$ cat src/rtl/data_memory_arbiter.sv
// data_memory_arbiter: round-robin two-master arbiter and sequencer for the single-port data memory.
// Define DMEM_ARB_RANGE_CHECK_EN to reject out-of-window or misaligned accesses.
module data_memory_arbiter #(
  parameter int DATA_WIDTH = 32,
  parameter logic [DATA_WIDTH-1:0] BASE_ADDR = 32'h10010000,
  parameter int unsigned MEM_BYTES = 32768
) (
  input  logic                  clk,
  input  logic                  reset,
  input  logic                  m0_req_i,
  input  logic                  m0_we_i,
  input  logic [DATA_WIDTH-1:0] m0_addr_i,
  input  logic [DATA_WIDTH-1:0] m0_wdata_i,
  output logic                  m0_gnt_o,
  output logic                  m0_rvalid_o,
  output logic                  m0_err_o,
  output logic [DATA_WIDTH-1:0] m0_rdata_o,
  input  logic                  m1_req_i,
  input  logic                  m1_we_i,
  input  logic [DATA_WIDTH-1:0] m1_addr_i,
  input  logic [DATA_WIDTH-1:0] m1_wdata_i,
  output logic                  m1_gnt_o,
  output logic                  m1_rvalid_o,
  output logic                  m1_err_o,
  output logic [DATA_WIDTH-1:0] m1_rdata_o,
  output logic                  mem_write_o,
  output logic                  mem_read_o,
  output logic [DATA_WIDTH-1:0] mem_addr_o,
  output logic [DATA_WIDTH-1:0] mem_wdata_o,
  input  logic [DATA_WIDTH-1:0] mem_rdata_i
);
  typedef enum logic [1:0] {IDLE, ACCESS, RESP} state_t;
  state_t state_q;
  logic owner_q, we_q, err_q;
  logic [DATA_WIDTH-1:0] addr_q, wdata_q, rdata_q;
  logic take, win, in_access, bad;
  // owner_q doubles as the round-robin pointer: the last granted port loses the next tie
  assign take = state_q != ACCESS && (m0_req_i || m1_req_i);
  assign win = (m0_req_i && m1_req_i) ? ~owner_q : m1_req_i;
  assign m0_gnt_o = take && !win;
  assign m1_gnt_o = take && win;
`ifdef DMEM_ARB_RANGE_CHECK_EN
  localparam logic [DATA_WIDTH-1:0] LIMIT = BASE_ADDR + DATA_WIDTH'(MEM_BYTES);
  assign bad = addr_q < BASE_ADDR || addr_q >= LIMIT || addr_q[1:0] != 2'b00;
`else
  logic unused_cfg;
  assign unused_cfg = ^{BASE_ADDR, MEM_BYTES};
  assign bad = 1'b0;
`endif
  always_ff @(posedge clk or negedge reset) begin
    if (!reset) begin
      state_q <= IDLE;
      owner_q <= 1'b1;
      we_q <= 1'b0;
      addr_q <= '0;
      wdata_q <= '0;
      err_q <= 1'b0;
      rdata_q <= '0;
    end else begin
      if (take) begin
        state_q <= ACCESS;
        owner_q <= win;
        we_q <= win ? m1_we_i : m0_we_i;
        addr_q <= win ? m1_addr_i : m0_addr_i;
        wdata_q <= win ? m1_wdata_i : m0_wdata_i;
      end else begin
        state_q <= state_q == ACCESS ? RESP : IDLE;
      end
      if (in_access) begin
        err_q <= bad;
        rdata_q <= (we_q || bad) ? '0 : mem_rdata_i;
      end
    end
  end
  // mem strobes decode straight from state so an async reset kills an in-flight write
  assign in_access = state_q == ACCESS;
  assign mem_write_o = in_access && we_q && !bad;
  assign mem_read_o = in_access && !we_q && !bad;
  assign mem_addr_o = in_access ? addr_q : '0;
  assign mem_wdata_o = in_access ? wdata_q : '0;
  assign m0_rvalid_o = state_q == RESP && !owner_q;
  assign m1_rvalid_o = state_q == RESP && owner_q;
  assign m0_err_o = m0_rvalid_o && err_q;
  assign m1_err_o = m1_rvalid_o && err_q;
  assign m0_rdata_o = m0_rvalid_o ? rdata_q : '0;
  assign m1_rdata_o = m1_rvalid_o ? rdata_q : '0;
endmodule

$ cat config.mk
export PLATFORM = sky130hd
export DESIGN_NAME = data_memory_arbiter
export DESIGN_NICKNAME = d
export VERILOG_FILES = /design/src/rtl/data_memory_arbiter.sv
export SDC_FILE = /design/constraint.sdc
export NUM_CORES = 1
export LEC_CHECK = 0
export ABC_AREA = 1
export BUFFER_PORTS_ARGS = -buffer_cell sky130_fd_sc_hd__clkbuf_2
export CAP_MARGIN = 25
export CORE_ASPECT_RATIO = 0.8
export CORE_MARGIN = 5
export CORE_UTILIZATION = 47
export CTS_BUF_LIST = sky130_fd_sc_hd__clkbuf_2 sky130_fd_sc_hd__clkbuf_4 sky130_fd_sc_hd__clkbuf_8
export CTS_CLUSTER_DIAMETER = 200
export DETAILED_ROUTE_END_ITERATION = 7
export PLACE_DENSITY = 0.88
export SYNTH_ARGS = -nofsm -noshare
export SYNTH_HDL_FRONTEND = slang
export SYNTH_SLANG_ARGS = --single-unit
$ cat constraint.sdc
create_clock -name clk -period 1.6 [get_ports clk]
set_input_delay 0.16 -clock clk [delete_from_list [all_inputs] [get_ports clk]]
set_output_delay 0.16 -clock clk [all_outputs]
set_load 0.005 [all_outputs]
# Word-level counts from Yosys, hierarchy flattened
# Index checks and enable logic that the tools add are counted.
# W data, S select, Z words.
# totals
register_bits,100
latch_bits,0
ramBits,0
rom_bits,0
output_inout_bits,136
mem_count,0
# op_classes
add_sub_neg,0
multipliers,0
div,0
magnitude_cmp,0
n_eq_ne,3
n_shift,0
mux,11
bitwise_logic,1
reduce_logical,12
# op_table
operator,n
$mux W32,7
$logic_and A1 B1 Y1,8
$mux W2,2
$logic_not A1 Y1,3
$eq A2 B1 Y1 const B,1
$eq A2 B2 Y1 const B,1
$mux W1,2
$ne A2 B1 Y1 const B,1
$logic_or A1 B1 Y1,1
$not A1 Y1,1

# Longest topological paths before layout
# logic_depth
word_depth,4
ltp_mapped,8

# Worst setup path after synthesis
# Ideal clock, no wire load.
# synth_timing
path_kind,register to register
start,reg owner_q
end,reg addr_q[0]
setup_ns,0.066
arrival_time_ns,1.177
t_required_ns,1.534
path_slack_ns,0.357
stages_incl_launch_ff,9
path_buffers,2
path_cell_list,dfstp_2 -> nand2_1 -> nand2_1 -> buf_4 -> buf_4 -> nand2_1 -> nand2_1 -> nand2_1 -> nand2_1
# synth_via
elab_chain_len,3
# synth_lines
element,line_no,source
start: declaration,34,"logic owner_q, we_q, err_q;"
start signal: assignment,62,owner_q <= win;
$not A1 Y1,39,assign win = (m0_req_i && m1_req_i) ? ~owner_q : m1_req_i;
$mux W1,39,
$mux W32,64,addr_q <= win ? m1_addr_i : m0_addr_i;
end signal: assignment,64,
end: declaration,35,"logic [DATA_WIDTH-1:0] addr_q, wdata_q, rdata_q;"
# No other way between the ends.
# A chain may end at the register's enable or synchronous reset.

# Worst setup path in the final report
# layout_timing
start,reg state_q[0]
end,out m0_rdata_o[30]
# layout_via
elab_chain_len,3
# layout_lines
element,line_no,source
start: declaration,33,state_t state_q;
start signal: assignment,67,state_q <= state_q == ACCESS ? RESP : IDLE;
$eq A2 B2 Y1,81,assign m0_rvalid_o = state_q == RESP && !owner_q;
$logic_and A1 B1 Y1,81,
$mux W32,85,assign m0_rdata_o = m0_rvalid_o ? rdata_q : '0;
end: declaration,17,"output logic [DATA_WIDTH-1:0] m0_rdata_o,"
# No other way between the ends.

==> results.json <==
{
  "status": "complete, but fails checks",
  "violations": "negative setup slack",
  "hold-path-cell-count": 3,
  "ir_worst_vdd_mv": 0.885,
  "r2r_slack_ns": 0.15,
  "synthFlopType": "dfrtp_1",
  "final_util": 0.666,
  "antenna_cells": 0,
  "wl_met1_um": 7410,
  "setup_viol": 54,
  "r2r_cells": 7,
  "gr-total-overflow": 0,
  "grt_pass1_vias": 5807,
  "critPathMaxFanout": 9,
  "die_h_um": 108,
  "min_path_type": "in -> reg",
  "crit_path_start_kind": "flip-flop",
  "path_class": "reg -> out",
  "seqCellArea_um2": 2500,
  "die-area_um2": 14200,
  "design.core.area_um2": 11600,
  "clock.fmax_ghz": 0.596,
  "hold_ws_ns": 0.0321,
  "antenna_found_initial": 1,
  "fin_crit_ns": 1.68,
  "row_count": 35,
  "slowest_stage": "dfrtp_1",
  "rsz0062_at_grt": "yes",
  "hold_violations": 0,
  "p_leak_nw": 4.87,
  "clock_skew_ns": 0.00766,
  "htreeDepth": 3,
  "final_cells": 1297,
  "async_flop_share": 1.00,
  "netlist.area_leader.share": 0.442,
  "critPathMaxStageDelay_ns": 0.41,
  "timing.final.crit_share": 1.05,
  "yosys.area.top_type": "dfrtp_1",
  "powerDensity_nw_per_um2": 1540,
  "path_cells": "inv_2 -> nand3b_1 -> buf_6 -> buf_12 -> nor2_1 -> clkbuf_2",
  "multi_input_area_um2": 2340,
  "reg2reg_to": "addr_q[9]",
  "synthMostInstantiatedCell": "nand2_1",
  "grt_max_degree": 101,
  "hold_path.startpoint": "mem_rdata_i[11]",
  "dr_wl_met2_um": 9100,
  "io_pins": 302,
  "ys_seq_elements": 100,
  "synth-seq-area-share": 0.447,
  "clk_transition_reported_paths_ns": 0.09,
  "area_delta_synth_final_pct": 37.9,
  "via_count": 6133,
  "clk_latency_ns": 0.35,
  "wl_per_cell_um": 14.1,
  "maxCapViolCount": 0,
  "cts-root-buf": "clkbuf_8",
  "min_to": "rdata_q[11]",
  "drc": 0,
  "synth_common_cells": "329 x nand2_1, 133 x inv_1, 130 x nor2_1, 99 x dfrtp_1, 66 x nand3_1",
  "top_layer_used": "met5",
  "die_w_um": 132,
  "ys_warn_count": 0,
  "drt_iter0_markers": 422,
  "routabilityCongestion": 0.881,
  "ant_nets": 0,
  "cp.arrival_ns": 1.52,
  "vias_per_cell": 4.73,
  "clk_path_buf_depth": 2,
  "synth_edf_count": 0,
  "cts_made_buffers": 9,
  "synth_cells": 856,
  "wl_met3_um": 1490,
  "synth.area.top_cells": "dfrtp_1 44%, nand2_1 22%, inv_1 8.9%",
  "netlist_area_um2": 5600,
  "slew_headroom": 0.638,
  "tightest_slew_ns": 0.543,
  "postSynthAreaPerCell_um2": 6.55,
  "nFillCells": 1032,
  "grtUsageTotal": 0.249,
  "drive_gt1_frac": 0.314,
  "critPathBufInv": 4,
  "place_inst": 1266,
  "clock_sinks": 100,
  "finalWirelength_um": 18300,
  "critPathTopFamily": "buffers and inverters",
  "drtPass1Iterations": 4,
  "final_max_slew_viol_count": 0,
  "power_mw": 11.9,
  "grt_pass1_wl_um": 28900,
  "crit_required_ns": 1.44,
  "endpoint_kind": "output port",
  "fin_ws_ns": -0.0771,
  "pre_cts_ws_ns": 0.193,
  "start_util": 0.483,
  "synth_cell_types": 20,
  "nets": 1311,
  "io_buffers": 299,
  "dp_hpwl_um": 12800,
  "r2r_start": "owner_q",
  "cts_tree": "yes"
}
cells by family after synthesis:
| family | share of synthesized area |
|---|---|
| other | 0.000669 |
| and+or+nand+nor | 0.371 |
| DFF | 0.447 |
| buffers and inverters | 0.141 |
| AOI/OAI and AO/OA | 0.0404 |
layout by cell type, fill, tap and decap left out, types with 2 or more instances in the layout:
cell type	instances
nand3_1	66
inv_2	3
conb_1	2
nand2_2	4
nor2_1	123
dlygate4sd3_1	5
buf_4	13
buf_6	3
buf_8	3
clkbuf_2	298
nor2_2	7
buf_12	8
inv_1	132
bufbuf_16	2
clkinvlp_4	2
o22ai_1	32
clkbuf_8	10
nand2_1	326
dfrtp_1	99
how the worst max path moves through the flow:
stage,to,from,slack [ns],cells past startpoint
3_3_place_gp,wdata_q[5],state_q[1],0.25,7
2_1_floorplan,addr_q[0],owner_q,0.36,8
4_1_cts,m0_gnt_o,owner_q,-0.08,4
6_report,m0_rdata_o[30],state_q[0],-0.08,6
3_5_place_dp,wdata_q[10],state_q[1],0.19,7
5_1_grt,m0_rdata_o[19],state_q[0],-0.18,6
state kept, by name (all words and copies together) (netlist names):
register,cells
addr_q,32
owner_q,1
rdata_q,32
state_q,2
wdata_q,32
we_q,1
final cells by class:
cell class              instances  area share
clock inverters                 4     0.00648
clock buffers                  11      0.0188
inverters                     135      0.0656
flip-flops and latches        100       0.324
multi-input cells             565       0.303
well taps                     148      0.0240
repair buffers                334       0.258
metal layers:
metal,track usage,vias up
li1,-,3098
met1,0.326,2770
met2,0.411,235
met3,0.0612,28
met4,0.0705,2
met5,0,-
worst register-to-register path, stage by stage, from the launching register on:
cell,delay (ns)
dfstp_2,0.57
nand2_2,0.11
nand2_2,0.18
buf_12,0.22
nand2_1,0.12
nand2_1,0.09
nand2_1,0.05
nand2_1,0.05
where the power goes:
group	switching, mW	leakage [nW]	internal (mW)	total (mW)
registers	0.538	1.25	3.67	4.20
clock network	0.828	0.0948	0.773	1.60
logic	3.65	3.53	2.46	6.12
total	5.02	4.87	6.91	11.9
what timing repair did:
action	in CTS	in global routing
endpoints found under the setup margin	101	126
cloned	3	1
hold buffers	2	3
gates resized for setup	11	8
hold endpoints to repair	100	3
buffers inserted	2	5
pin swaps	0	1
stage by stage:
step | cell area [um2] | setup TNS, ns
final | 7720 | -2.09
after global routing | 7720 | -10.81
after floorplan | 5610 | 0
after detailed placement | 7250 | 0
after global placement | 7250 | 0
after CTS | 7610 | -2.79
Note: power is estimated with default switching activity, not from simulation.
